$ cat src/rtl/mac_stop_mem_pkg.sv
// mac_stop_mem_pkg: default matrix dimensions, element widths and address widths for the MAC operand/result store
package mac_stop_mem_pkg;
  localparam int M = 4;
  localparam int K = 4;
  localparam int N = 4;
  localparam int DATA_WIDTH_INIT = 32;
  localparam int M_AW = $clog2(M);
  localparam int K_AW = $clog2(K);
  localparam int N_AW = $clog2(N);
  function automatic int result_width(input int w, input int k);
    return 2 * w + $clog2(k);
  endfunction
  localparam int DATA_WIDTH_RESULT = result_width(DATA_WIDTH_INIT, K);
endpackage

$ cat src/rtl/mac_stop_mem_bank.sv
// mac_stop_mem_bank: ROWS x COLS register-file matrix with async clear, sync write and gated read
// MAC_STOP_MEM_REG_OUT_EN selects a registered (one-cycle) read instead of the combinational one
module mac_stop_mem_bank #(
  parameter int ROWS = 4,
  parameter int COLS = 4,
  parameter int WIDTH = 32,
  localparam int RW = ROWS > 1 ? $clog2(ROWS) : 1,
  localparam int CW = COLS > 1 ? $clog2(COLS) : 1
) (
  input  logic             clk,
  input  logic             resetn,
  input  logic [RW-1:0]    row,
  input  logic [CW-1:0]    col,
  input  logic             we,
  input  logic             re,
  input  logic [WIDTH-1:0] data_in,
  output logic [WIDTH-1:0] data_out
);
  logic [WIDTH-1:0] mem [ROWS][COLS];
  logic             hit;
  logic [WIDTH-1:0] rd_data;
  // out-of-range addresses only exist for non-power-of-two dimensions
  assign hit = 32'(row) < ROWS && 32'(col) < COLS;
  assign rd_data = hit ? mem[row][col] : '0;
  always_ff @(posedge clk or negedge resetn) begin
    if (!resetn) mem <= '{default: '0};
    else if (we && hit) mem[row][col] <= data_in;
  end
`ifdef MAC_STOP_MEM_REG_OUT_EN
  always_ff @(posedge clk or negedge resetn) begin
    if (!resetn) data_out <= '0;
    else if (re) data_out <= rd_data;
  end
`else
  assign data_out = re ? rd_data : '0;
`endif
endmodule

$ cat src/rtl/mac_stop_mem.sv
// mac_stop_mem: A (MxK), B (KxN) and C (MxN, dot-product width) storage banks for the MAC datapath
// MAC_STOP_MEM_REG_OUT_EN registers every read port
module mac_stop_mem import mac_stop_mem_pkg::*; #(
  parameter int M_DIM = M,
  parameter int K_DIM = K,
  parameter int N_DIM = N,
  parameter int DATA_WIDTH_INIT_MATRIX = DATA_WIDTH_INIT,
  parameter int DATA_WIDTH_RESULT_MATRIX = result_width(DATA_WIDTH_INIT_MATRIX, K_DIM),
  localparam int MA = M_DIM > 1 ? $clog2(M_DIM) : 1,
  localparam int KA = K_DIM > 1 ? $clog2(K_DIM) : 1,
  localparam int NA = N_DIM > 1 ? $clog2(N_DIM) : 1
) (
  input  logic                                clk,
  input  logic                                resetn,
  input  logic [DATA_WIDTH_INIT_MATRIX-1:0]   data_in_a,
  input  logic [DATA_WIDTH_INIT_MATRIX-1:0]   data_in_b,
  input  logic [DATA_WIDTH_RESULT_MATRIX-1:0] data_in_c,
  input  logic [MA-1:0]                       row_addr_a,
  input  logic [KA-1:0]                       col_addr_a,
  input  logic [KA-1:0]                       row_addr_b,
  input  logic [NA-1:0]                       col_addr_b,
  input  logic [MA-1:0]                       row_addr_c,
  input  logic [NA-1:0]                       col_addr_c,
  input  logic                                matrix_a_we,
  input  logic                                matrix_b_we,
  input  logic                                matrix_c_we,
  input  logic                                matrix_a_re,
  input  logic                                matrix_b_re,
  input  logic                                matrix_c_re,
  output logic [DATA_WIDTH_INIT_MATRIX-1:0]   data_out_a,
  output logic [DATA_WIDTH_INIT_MATRIX-1:0]   data_out_b,
  output logic [DATA_WIDTH_RESULT_MATRIX-1:0] data_out_c
);
  mac_stop_mem_bank #(.ROWS(M_DIM), .COLS(K_DIM), .WIDTH(DATA_WIDTH_INIT_MATRIX)) u_a (
    .clk(clk), .resetn(resetn), .row(row_addr_a), .col(col_addr_a),
    .we(matrix_a_we), .re(matrix_a_re), .data_in(data_in_a), .data_out(data_out_a)
  );
  mac_stop_mem_bank #(.ROWS(K_DIM), .COLS(N_DIM), .WIDTH(DATA_WIDTH_INIT_MATRIX)) u_b (
    .clk(clk), .resetn(resetn), .row(row_addr_b), .col(col_addr_b),
    .we(matrix_b_we), .re(matrix_b_re), .data_in(data_in_b), .data_out(data_out_b)
  );
  mac_stop_mem_bank #(.ROWS(M_DIM), .COLS(N_DIM), .WIDTH(DATA_WIDTH_RESULT_MATRIX)) u_c (
    .clk(clk), .resetn(resetn), .row(row_addr_c), .col(col_addr_c),
    .we(matrix_c_we), .re(matrix_c_re), .data_in(data_in_c), .data_out(data_out_c)
  );
endmodule

$ cat config.mk
export PLATFORM = sky130hd
export DESIGN_NAME = mac_stop_mem
export DESIGN_NICKNAME = d
export VERILOG_FILES = /design/src/rtl/mac_stop_mem_pkg.sv /design/src/rtl/mac_stop_mem_bank.sv /design/src/rtl/mac_stop_mem.sv
export SDC_FILE = /design/constraint.sdc
export NUM_CORES = 2
export LEC_CHECK = 0
export ABC_AREA = 1
export CORE_ASPECT_RATIO = 1.25
export CORE_MARGIN = 2
export CORE_UTILIZATION = 55
export DETAILED_ROUTE_END_ITERATION = 10
export GPL_TIMING_DRIVEN = 1
export MAX_ROUTING_LAYER = met4
export PLACE_DENSITY_LB_ADDON = 0.05
export RECOVER_POWER = 50
export SLEW_MARGIN = 20
export SYNTH_ARGS = -nofsm -noshare
export SYNTH_HDL_FRONTEND = slang
export SYNTH_SLANG_ARGS = --single-unit
$ cat constraint.sdc
create_clock -name clk -period 1.6 [get_ports clk]
set_input_delay 0.16 -clock clk [delete_from_list [all_inputs] [get_ports clk]]
set_output_delay 0.16 -clock clk [all_outputs]
set_load 0.005 [all_outputs]
==> run_results.csv <==
group,metric,value,unit
critical_path,worstSetupPathType,"flop to output pin",
yosys,syn_area,0.0965,mm²
global_routing,grt_pass1_wl,472000,µm
sta,finalHoldViolCount,0,
die,core-area,0.174,mm²
sta,setup_viol,1078,
run_status,failed_checks,"negative setup slack",
power,ir_worst_vdd,1.03,mV
sta,tightest_slew,1.13,ns
critical_path,crit_chain,"nand2_1 -> nand2_1 -> nand2_1 -> nand2_2 -> nand2_2 -> nand2_2 -> nor2_4 -> nor2_2 -> buf_2",
route,viasPerCell,5.46,
yosys,yosysWarnings,0,
yosys,synth_enable_flop_cells,0,
finish,area_delta_synth_final,21.8,%
sta,rsz0062_at_grt,"yes",
die,fp.dieH,472,µm
power,power.density,1300,mW/mm²
critical_path,cp.required,1.44,ns
worst_hold_path,hp-class,"primary input to flop",
power,p_leak,60.5,nW
critical_path,r2r-start,"u_c.mem[551]",
sta,period_share,139,%
yosys,synth_nets,13300,
yosys,post-synth-top-area-cell,"dfrtp_1",
sta,setup_tns,-136.55,ns
clock_network,cts_tree,"yes",
finish,final_layout_size_suffix_gt1_share,13.9,%
critical_path,startpoint,"u_c.mem[170]",
global_routing,grt_max_degree,109,
sta,worst_slack,-0.616,ns
route,ant_nets,0,
yosys,synth_area_leaders,"dfrtp_1 54%, nand2_1 25%, a21oi_1 5.4%",
sta,slew_viol_final,0,
critical_path,critical-path-max-stage-delay,0.38,ns
clock_network,cts_root_buf,"clkbuf_16",
worst_hold_path,hold_start,"data_in_b[8]",
die,die_area,0.179,mm²
yosys,synthFlopType,"dfrtp_1",
route,drt_first_iter_violations,9124,
yosys,synth-async-reset-ratio,100,%
placed_design,gp_congestion,0.916,
route,drc,0,
yosys,synth_commonest_cells,"6530 x nand2_1, 2080 x dfrtp_1, 1312 x nor2_1",
die,initial_core_util,55.5,%
global_routing,antenna_found_initial,3,
run_status,status,"complete, but fails checks",
finish,finalNonFillerCells,16100,
route,routedWlPerCell,18.5,µm
yosys,syn_avg_cell_area,7.34,µm²
critical_path,path_max_fanout,2,
finish,nNetsFinal,13800,
clock_network,clock_path_buffers,3,
critical_path,cp-end-kind,"output pin",
clock_network,clock_latency,0.84,ns
sta,fmaxAchievable,0.451,GHz
clock_network,numCtsBuffers,204,
die,io_pins,280,
finish,final_core_util,67.6,%
critical_path,crit_arrival,2.06,ns
yosys,ys_types,17,
critical_path,crit_slowest_cell,"dfrtp_1",
global_routing,grt_usage,34.4,%
sta,slew_headroom,25.0,%
critical_path,r2r_cells,4,
route,vias,88100,
sta,clock_skew,0,ns
critical_path,cp-start-kind,"flop",
clock_network,path_clk_slew,0.06,ns
die,rows,171,
yosys,ys_seq_area_share,53.9,%
yosys,synth.top_cell.area_share,53.9,%
critical_path,r2r_setup_slack,0.67,ns
placed_design,dp_hpwl,186000,µm
global_routing,grt_pass1_vias,84700,
yosys,synthCells,13100,
clock_network,cts_max_level,4,
route,first_pass_iters,6,
run,drv_cap,0,
clock_network,clock-sinks,2080,
sta,period_needed,2.22,ns
die,die_w,379,µm
critical_path,crit_end,"data_out_c[38]",
yosys,ys_ff_latch,2080,
placed_design,numPortBuffers,279,
critical_path,r2r-end,"u_c.mem[551]",
placed_design,dp.cells,15500,
route,routed_wl,299000,µm
yosys,yosysMostFrequentCell,"nand2_1",
global_routing,grt_overflow_total,0,
==> cell type report <==
| cell class | instances | area [µm²] |
|---|---|---|
| inverter | 157 | 631 |
| multi-input combinational | 9952 | 41800 |
| clock inverter | 54 | 717 |
| tap | 2335 | 2920 |
| sequential | 2080 | 52000 |
| fill | 14700 | 56300 |
| antenna | 5 | 12.5 |
| clock buffer | 325 | 6440 |
| timing repair buffer | 1210 | 13100 |
==> per-stage QoR <==
| step | hold WS [ns] | cell area (µm²) | setup WS (ns) | total power (W) |
|---|---|---|---|---|
| 6_report | 0.0841 | 118000 | -0.616 | 0.153 |
| 5_1_grt | 0.0876 | 118000 | -0.706 | 0.162 |
| 4_1_cts | 0.0259 | 116000 | -0.651 | 0.152 |
| 3_5_place_dp | 0.0867 | 108000 | -0.882 | 0.100 |
| 3_3_place_gp | 0.0853 | 108000 | -0.874 | 0.0988 |
| 2_1_floorplan | -0.136 | 96500 | 0.126 | 0.0889 |
==> metal layers <==
metal | up-vias | global-route usage, % | wire [µm]
met3 | 591 | 4.24 | 21000
met5 | - | - | 0
met1 | 42500 | 47.6 | 130000
met2 | 3194 | 53.4 | 139000
li1 | 41800 | - | -
met4 | 0 | 10.3 | 8800
==> critical path, delay by kind of cell, from the launching register on <==
kind	cells	cell delay, ns
flops	1	0.38
buf+inv	1	0.14
simple gates	8	0.68
==> how the worst min path moves through the flow <==
stage | to | cells past startpoint
after detailed placement | u_c.mem[600] | 1
after floorplan | u_a.mem[0] | 0
after global routing | u_a.mem[274] | 4
after CTS | u_a.mem[274] | 4
after global placement | u_c.mem[336] | 1
final | u_b.mem[328] | 4
==> registers in the layout, indices dropped and copies added (netlist names) <==
| signal | cells |
|---|---|
| u_c.mem | 1056 |
| u_a.mem | 512 |
| u_b.mem | 512 |
==> timing repair <==
item | CTS | global route
endpoints found under the hold margin | 2080 | 0
pin swaps | 522 | 377
buffers inserted | 84 | 144
endpoints found under the setup margin | 130 | 136
resized for setup | 851 | 179
hold buffers | 2 | 0
==> layout by cell type, fill, tap and decap left out, drive strengths merged <==
| cell | synthesis | layout |
|---|---|---|
| a21oi | 1040 | 1040 |
| buf | 261 | 1056 |
| bufinv | 0 | 16 |
| clkbuf | 696 | 336 |
| clkdlybuf4s50 | 0 | 142 |
| clkinv | 3 | 35 |
| clkinvlp | 0 | 5 |
| dfrtp | 2080 | 2080 |
| diode | 0 | 5 |
| dlygate4sd3 | 0 | 1 |
| inv | 154 | 155 |
| nand2 | 6530 | 6530 |
| nand3 | 6 | 6 |
| nor2 | 1330 | 1330 |
| nor3 | 6 | 6 |
| o21ai | 1040 | 1040 |
==> report_power, final <==
group	switching, W	total [W]	internal, W
Sequential	0.00627	0.0705	0.0642
Combinational	0.0180	0.0316	0.0136
Clock	0.0210	0.0510	0.0301
==> kinds of logic after synthesis <==
logic type	synth area share, %
and+or+nand+nor	30.7
AOI/OAI and AO/OA	10.8
DFF	53.9
buffers and inverters	4.59
(Power assumes the default switching activity.)
